[config.mk]
export PLATFORM = sky130hd
export DESIGN_NAME = irda_transmitter
export DESIGN_NICKNAME = d
export VERILOG_FILES = /design/src/rtl/irda_pkg.sv /design/src/rtl/irda_tx_baud.sv /design/src/rtl/irda_transmitter.sv
export SDC_FILE = /design/constraint.sdc
export NUM_CORES = 1
export LEC_CHECK = 0
export ABC_AREA = 1
export ABC_CLOCK_PERIOD_IN_PS = 1700
export CAP_MARGIN = 40
export CORE_UTILIZATION = 54
export CTS_CLUSTER_SIZE = 8
export DETAILED_ROUTE_END_ITERATION = 10
export PLACE_DENSITY_LB_ADDON = 0.25
export SYNTH_ARGS = -nofsm -noshare
export SYNTH_HDL_FRONTEND = slang
export SYNTH_SLANG_ARGS = --single-unit
[constraint.sdc]
create_clock -name clk -period 1.7 [get_ports clk]
set_input_delay 0.34 -clock clk [delete_from_list [all_inputs] [get_ports clk]]
set_output_delay 0.34 -clock clk [all_outputs]
set_load 0.005 [all_outputs]
[src/rtl/irda_pkg.sv]
// Shared types and framing constants for the IrDA SIR transmit path.
package irda_pkg;

   typedef enum logic {
      IDLE = 1'b0,
      SEND = 1'b1
   } state_t;

   localparam int   FRAME_BITS = 10;
   localparam int   OVS        = 16;
   localparam logic START_BIT  = 1'b0;
   localparam logic STOP_BIT   = 1'b1;

   // Build the on-air frame: stop bit at the MSB, start bit at the LSB so
   // that shifting right emits start, data LSB first, then stop.
   function automatic logic [FRAME_BITS-1:0] frame_byte(input logic [7:0] data);
      return {STOP_BIT, data, START_BIT};
   endfunction

endpackage : irda_pkg

[src/rtl/irda_tx_baud.sv]
// Sub-bit timing for the transmitter: divides clk down to 1/16-bit sub-ticks
// and counts sub-ticks within a bit period.
module irda_tx_baud
   import irda_pkg::*;
#(
   parameter int OVS_DIV = 27
) (
   input  logic       clk,
   input  logic       rst,
   input  logic       ena,
   input  logic       clear,
   output logic       tick,
   output logic [3:0] sub_cnt,
   output logic       bit_end
);

   localparam int DIV_W = $clog2(OVS_DIV);

   logic [DIV_W-1:0] div_cnt;

   // A tick only counts while running; clear holds both counters at zero so a
   // new frame always starts at the beginning of a bit period.
   assign tick    = ena && !clear && (div_cnt == DIV_W'(OVS_DIV - 1));
   assign bit_end = tick && (sub_cnt == 4'(OVS - 1));

   // Divider and sub-tick counter; both freeze while ena is low.
   always_ff @(posedge clk or posedge rst) begin
      if (rst) begin
         div_cnt <= '0;
         sub_cnt <= 4'd0;
      end else if (clear) begin
         div_cnt <= '0;
         sub_cnt <= 4'd0;
      end else if (tick) begin
         div_cnt <= '0;
         sub_cnt <= sub_cnt + 4'd1;
      end else if (ena) begin
         div_cnt <= div_cnt + 1'b1;
      end
   end

endmodule : irda_tx_baud

[src/rtl/irda_transmitter.sv]
// IrDA SIR transmitter: accepts a byte over valid/ready, frames it as
// start + 8 data (LSB first) + stop, and sends each 0 bit as a short pulse.
module irda_transmitter
   import irda_pkg::*;
#(
   parameter int OVS_DIV = 27,
   parameter int PULSE_W = 3
) (
   input  logic       clk,
   input  logic       rst,
   input  logic       ena,
   input  logic [7:0] tx_data,
   input  logic       tx_valid,
   output logic       tx_ready,
   output logic       busy,
   output logic       txir,
   output logic       done
);

   state_t                  state;
   state_t                  state_next;
   logic [FRAME_BITS-1:0]   shreg;
   logic [3:0]              bit_cnt;
   logic [3:0]              sub_cnt;
   logic                    tick;
   logic                    bit_end;
   logic                    accept;
   logic                    last_bit;

   assign tx_ready = (state == IDLE);
   assign busy     = (state == SEND);
   assign accept   = tx_valid && tx_ready && ena;
   assign last_bit = (bit_cnt == 4'(FRAME_BITS - 1));

   irda_tx_baud #(
      .OVS_DIV (OVS_DIV)
   ) u_baud (
      .clk     (clk),
      .rst     (rst),
      .ena     (ena),
      .clear   (tx_ready),
      .tick    (tick),
      .sub_cnt (sub_cnt),
      .bit_end (bit_end)
   );

   // State register.
   always_ff @(posedge clk or posedge rst) begin
      if (rst) begin
         state <= IDLE;
      end else begin
         state <= state_next;
      end
   end

   // Next-state: leave IDLE on acceptance, return after the stop bit period.
   always_comb begin
      state_next = state;
      case (state)
         IDLE: if (accept) state_next = SEND;
         SEND: if (bit_end && last_bit) state_next = IDLE;
         default: state_next = IDLE;
      endcase
   end

   // Shift register, bit counter, done pulse and registered pulse output.
   always_ff @(posedge clk or posedge rst) begin
      if (rst) begin
         shreg   <= {FRAME_BITS{1'b1}};
         bit_cnt <= 4'd0;
         done    <= 1'b0;
         txir    <= 1'b0;
      end else begin
         done <= 1'b0;
         txir <= (state == SEND) && ena && (shreg[0] == START_BIT)
                 && (sub_cnt < 4'(PULSE_W));
         if (accept) begin
            shreg   <= frame_byte(tx_data);
            bit_cnt <= 4'd0;
         end else if ((state == SEND) && tick) begin
            if (bit_end) begin
               if (last_bit) begin
                  done <= 1'b1;
               end else begin
                  shreg   <= {STOP_BIT, shreg[FRAME_BITS-1:1]};
                  bit_cnt <= bit_cnt + 4'd1;
               end
            end
         end
      end
   end

endmodule : irda_transmitter
==> run_results.csv <==
group,metric,value,unit
drt,drt_iter0_drc,21,
setup_path,path_depth,1,
final_layout,synthToLayoutAreaGrowth,20.2,%
global_routing,antenna_found_initial,0,
logic_synthesis,async_flop_share,100,%
final_layout,layout_commonest_cell,"nand2_1",
flow_run,cap_violations,0,
setup_path,worstPathCellList,"clkdlybuf4s50_1",
setup_path,arrival,1.26,ns
logic_synthesis,synth_area,1380,um2
clock_tree,clock_sinks,25,
clock_tree,cts_tree,"built",
sta,max_freq,625,MHz
global_routing,first_global_vias,1170,
clock_tree,root_buffer,"clkbuf_4",
setup_path,crit_fanout,3,
setup_path,critical_path_required,1.36,ns
placed_design,dpl.hpwl,2020,um
sta,relSlewSlack,77.3,%
clock_tree,cts.reportedPaths.clkPinSlew,0.15,ns
drt,wirelength,2740,um
sta,tightestPinTransition,0.339,ns
global_routing,grt_pass1_wl,4940,um
final_layout,drive_above_1_share,19.3,%
logic_synthesis,synth_top_area_cell,"dfrtp_1",
setup_path,path_class,"reg -> out",
sta,finalMaxSlewViolations,0,
clock_tree,cts_buffer_depth,2,
setup_path,critPathBufInv,1,
setup_path,r2r_end,"u_baud.sub_cnt[3]$_DFFE_PP0P_",
global_routing,grt_start_max_net_pins,26,
sta,finalSetupViolCount,0,
power,totalPowerFinal,1280,uW
run_status,status,"completed",
logic_synthesis,synth_cell_types,24,
clock_tree,clk_latency,0.32,ns
sta,min_period,1.60,ns
sta,skew,0.00325,ns
die,num_rows,17,
logic_synthesis,seq_area_frac_synth,46.3,%
logic_synthesis,synth.avg_cell_area,8.10,um2
logic_synthesis,syn_nets,187,
final_layout,layout_common_cells,"nand2_1, nand3_1, nor2_1, dfrtp_1, clkdlybuf4s50_1",
logic_synthesis,synth-seq-cells,25,
final_layout,antenna_cells,0,
drt,routedWlPerCell,12.2,um
power,powerDensity,777,nW/um2
drt,drc_errors,0,
final_layout,fillers,193,
die,core_area,2300,um2
setup_path,endpoint_kind,"primary output",
clock_tree,htreeDepth,1,
logic_synthesis,synth_flop_cell,"dfrtp_1",
hold_path,min-delay-path-class,"in -> async",
global_routing,overflow,0,
drt,first_pass_iters,5,
sta,hold_viol,0,
die,die_h,52.5,um
final_layout,fin_util,72.0,%
logic_synthesis,syn_inst,170,
final_layout,final_nets,215,
die,io_pins,16,
setup_path,r2r_slack,0.21,ns
die,start_util,59.9,%
die,dieArea,2750,um2
setup_path,crit_family,"buffers and inverters",
drt,antenna_left,0,
setup_path,reg2reg_from,"u_baud.div_cnt[0]$_DFFE_PP0P_",
global_routing,grt_util_all_layers,24.3,%
setup_path,worst_path_max_delay_cell,"clkdlybuf4s50_1",
clock_tree,numCtsBuffers,3,
sta,rsz0062_at_grt,"false",
power,ir_drop,0.000895,V
sta,finalCritPeriodShare,94.1,%
logic_synthesis,yosys_warnings,0,
setup_path,ff2ff_path_depth,8,
logic_synthesis,ys_top_cells_by_area,"dfrtp_1, dfstp_2, nand2_1",
drt,post_drt_via_cell_ratio,5.12,
placed_design,routabilityCongestion,0.817,
die,fp.dieW,52.5,um
power,total_leakage_power,0.000890,uW
setup_path,cpPeakStageDelay,0.51,ns
placed_design,port_buffers,15,
drt,vias,1153,
logic_synthesis,synth_edf_count,0,
setup_path,worst_setup_path_start_kind,"register",
logic_synthesis,netlist.area_leader.share,29.1,%
## worst min-delay path: stages
cell and delay, ns:
clkdlybuf4s50_1 0.40, inv_1 0.05, buf_4 0.30
## sequential cells by signal, indices dropped and copies added, names as in the netlist
signal	cells
shreg	9
bit_cnt	4
u_baud.div_cnt	5
u_baud.sub_cnt	4
busy	1
done	1
txir	1
## cell type report
| cell class | count | area [um2] | area share, % |
|---|---|---|---|
| sequential | 25 | 638 | 38.6 |
| multi-input combinational | 125 | 634 | 38.4 |
| timing repair buffer | 28 | 263 | 15.9 |
| inverter | 15 | 56.3 | 3.40 |
| tap | 28 | 35.0 | 2.12 |
| clock buffer | 3 | 22.5 | 1.36 |
| clock inverter | 1 | 5.00 | 0.303 |
## stage by stage
stage          cell area (um2)  setup TNS, ns  instances  worst slack (ns)  hold slack, ns
4_1_cts                   1650              0        225           0.00237           0.366
3_5_place_dp              1620         -0.704        220           -0.0606           0.455
2_1_floorplan             1380              0        170             0.265           0.361
5_1_grt                   1650              0        225            0.0510           0.407
3_3_place_gp              1620              0        220          0.000586           0.454
6_report                  1650              0        225             0.101           0.348
## repair_timing
item | 4_1_cts | 5_1_grt
setup endpoints to repair | 2 | 1
hold buffers | 0 | 0
setup buffers | 1 | 0
resized for setup | 1 | 1
## per-layer routing
layer	part of all wire [%]	vias to the layer above	routed length (um)	global-route usage, %
li1	-	591	-	-
met3	2.2	4	60	3.77
met2	48	17	1310	42.4
met5	0	-	0	0
met4	1.4	0	37	7.89
met1	49	541	1330	30.3
## Yosys cell counts, types with 2 or more instances
cell type	instances
a21oi_1	2
buf_4	2
buf_6	3
dfrtp_1	16
dfstp_2	9
ha_1	5
inv_1	13
inv_2	2
nand2_1	56
nand2_2	3
nand2_4	2
nand3_1	21
nor2_1	17
nor3_1	3
o21ai_0	5
xor2_1	3
## how the worst max path moves through the flow
stage                     slack (ns)                     startpoint                     end
after global routing            0.05                 busy$_DFF_PP0_                    busy
after CTS                      0.002                 busy$_DFF_PP0_                tx_ready
after detailed placement       -0.06                            ena          busy$_DFF_PP0_
final                           0.10                 busy$_DFF_PP0_                    busy
after global placement        0.0006                            ena  bit_cnt[2]$_DFFE_PP0P_
after floorplan                 0.26  u_baud.div_cnt[0]$_DFFE_PP0P_  bit_cnt[1]$_DFFE_PP0P_
## cell families after synthesis
group / count (synthesis) / share of synthesized area (%)
and+or+nand+nor: 106 / 34.1
DFF: 25 / 46.3
buffers and inverters: 20 / 7.64
AOI/OAI and AO/OA: 10 / 4.91
adders and majority gates: 5 / 4.55
xor gates and xnor gates: 4 / 2.55
## power breakdown
| part | switching [uW] | internal, uW |
|---|---|---|
| Combinational | 140 | 135 |
| Clock | 191 | 88.1 |
| Sequential | 61.0 | 669 |
Note: power is estimated with default switching activity, not from simulation.
==> RTL change, RTL diff (config.mk and constraints unchanged) <==
`OVS_DIV` is set to 27 in 2 places; all go to 54.
--- a/src/rtl/irda_tx_baud.sv
+++ b/src/rtl/irda_tx_baud.sv
@@ -5,3 +5,3 @@
 #(
-   parameter int OVS_DIV = 27
+   parameter int OVS_DIV = 54
 ) (
--- a/src/rtl/irda_transmitter.sv
+++ b/src/rtl/irda_transmitter.sv
@@ -5,3 +5,3 @@
 #(
-   parameter int OVS_DIV = 27,
+   parameter int OVS_DIV = 54,
    parameter int PULSE_W = 3
Function: same outputs for any inputs over 10 cycles, from zero or initial values and one cycle with rst high; that may be too few to reach the edited logic, so the function may still have changed.
==> RTL change against the unedited design <==
- wire length shrank 6.3%
- synthesized area grew 2.4%
- total power grew 33%
- global-route usage shrank 4.3 points
- cell area grew 1.3%
- sequential share of layout area grew 1.0 points
- die area grew 2.3%
- via count shrank 2.1%
- sequential cell count grew 1
- setup slack gained 0.016 ns
- critical endpoint is now shreg[2]$_DFFE_PP1P_
- largest power group unchanged
==> RTL change: results <==
metrics = {
    "layout": {
        "nets": 205,
        "final_cell_area_um2": 1680,
        "multi_input_comb_cells": 116,
        "final-nonclk-buf-share_pct": 14.5,
        "n_all_buffers": 27,
        "seqCellArea_um2": 663,
        "drive_above_1_share_pct": 21.9,
        "clk_share_pct": 1.57,
        "reg.largest.list": "shreg x9, u_baud.div_cnt x6",
        "clockBufferCount": 4,
        "multi_input_area_um2": 653,
    },
    "outcome": {
        "status": "finished, final reports clean",
    },
    "power": {
        "p_seq_share_pct": 55.0,
        "p_leak_nw": 0.826,
        "peakVddDrop_uv": 817,
        "p_comb_share_pct": 29.6,
    },
    "placement": {
        "hpwl_um": 1880,
        "place_ws_ns": -0.0656,
        "gp_congestion": 0.780,
        "placed_cell_area_um2": 1620,
    },
    "clock_tree": {
        "clock_sinks": 26,
        "clk_path_buf_depth": 2,
    },
    "drt": {
        "routed_via_density": 5.20,
        "first_pass_iters": 7,
        "wl_met1_um": 1170,
        "dr_wl_met3_um": 69,
        "wl_met2_um": 1330,
        "top_layer": "met3",
        "first_iter_violations": 19,
        "routed_wl_um": 2560,
    },
    "critical_path": {
        "critPathTopFamily": "simple AND/OR/NAND/NOR gates",
        "critPathMaxStageDelay_ns": 0.43,
        "crit_fanout": 17,
        "cpMaxStageDelayCell": "dfrtp_1",
        "critPathArrivalTime_ns": 1.85,
    },
    "logic_synthesis": {
        "synth.area.top_cells": "dfrtp_1 30%, dfstp_2 17%, nand2_1 14%",
        "yosys_warnings": 0,
        "synth_fa_ha_area_share_pct": 4.44,
        "synth_commonest_cells": "51 x nand2_1, 19 x nand3_1, 17 x dfrtp_1, 13 x inv_1, 9 x dfstp_2",
        "syn_nets": 177,
        "synth_compound_area_share_pct": 4.26,
        "synthDistinctLibCells": 26,
        "yosysSeqAreaShare_pct": 47.0,
        "synth-xor-area-share_pct": 3.73,
    },
    "grt": {
        "grt_use_met3_pct": 3.45,
        "grt_use_met1_pct": 25.1,
        "grt_max_degree": 27,
        "use_met2_pct": 35.7,
        "grt_pass1_vias": 965,
        "grtUsageTotal_pct": 20.0,
        "grt_pass1_wl_um": 4080,
    },
    "die": {
        "rows": 18,
    },
    "timing": {
        "clock_skew_ns": 0.00543,
        "max_slew_margin_pct": 78.6,
    },
    "hold_path": {
        "min_path_type": "in2async",
    },
}
[RTL change: path summary, 6_finish.rpt]
check | slack [ns] | endpoint | from
hold reg to reg | 0.49 | shreg[0]$_DFFE_PP1P_ | shreg[1]$_DFFE_PP1P_
setup reg to reg | 0.12 | shreg[2]$_DFFE_PP1P_ | u_baud.div_cnt[1]$_DFFE_PP0P_
hold / removal | 0.36 | done$_DFF_PP0_ | rst
setup / recovery | 0.12 | shreg[2]$_DFFE_PP1P_ | u_baud.div_cnt[1]$_DFFE_PP0P_
min in group clk | 0.49 | shreg[0]$_DFFE_PP1P_ | shreg[1]$_DFFE_PP1P_
max in group asynchronous | 1.04 | shreg[3]$_DFFE_PP1P_ | rst
[RTL change: through the flow]
stage / cells / hold slack (ns)
global placement: 210 / 0.465
global route: 217 / 0.381
floorplan: 160 / 0.373
finish: 217 / 0.361
CTS: 215 / 0.372
detailed placement: 210 / 0.471
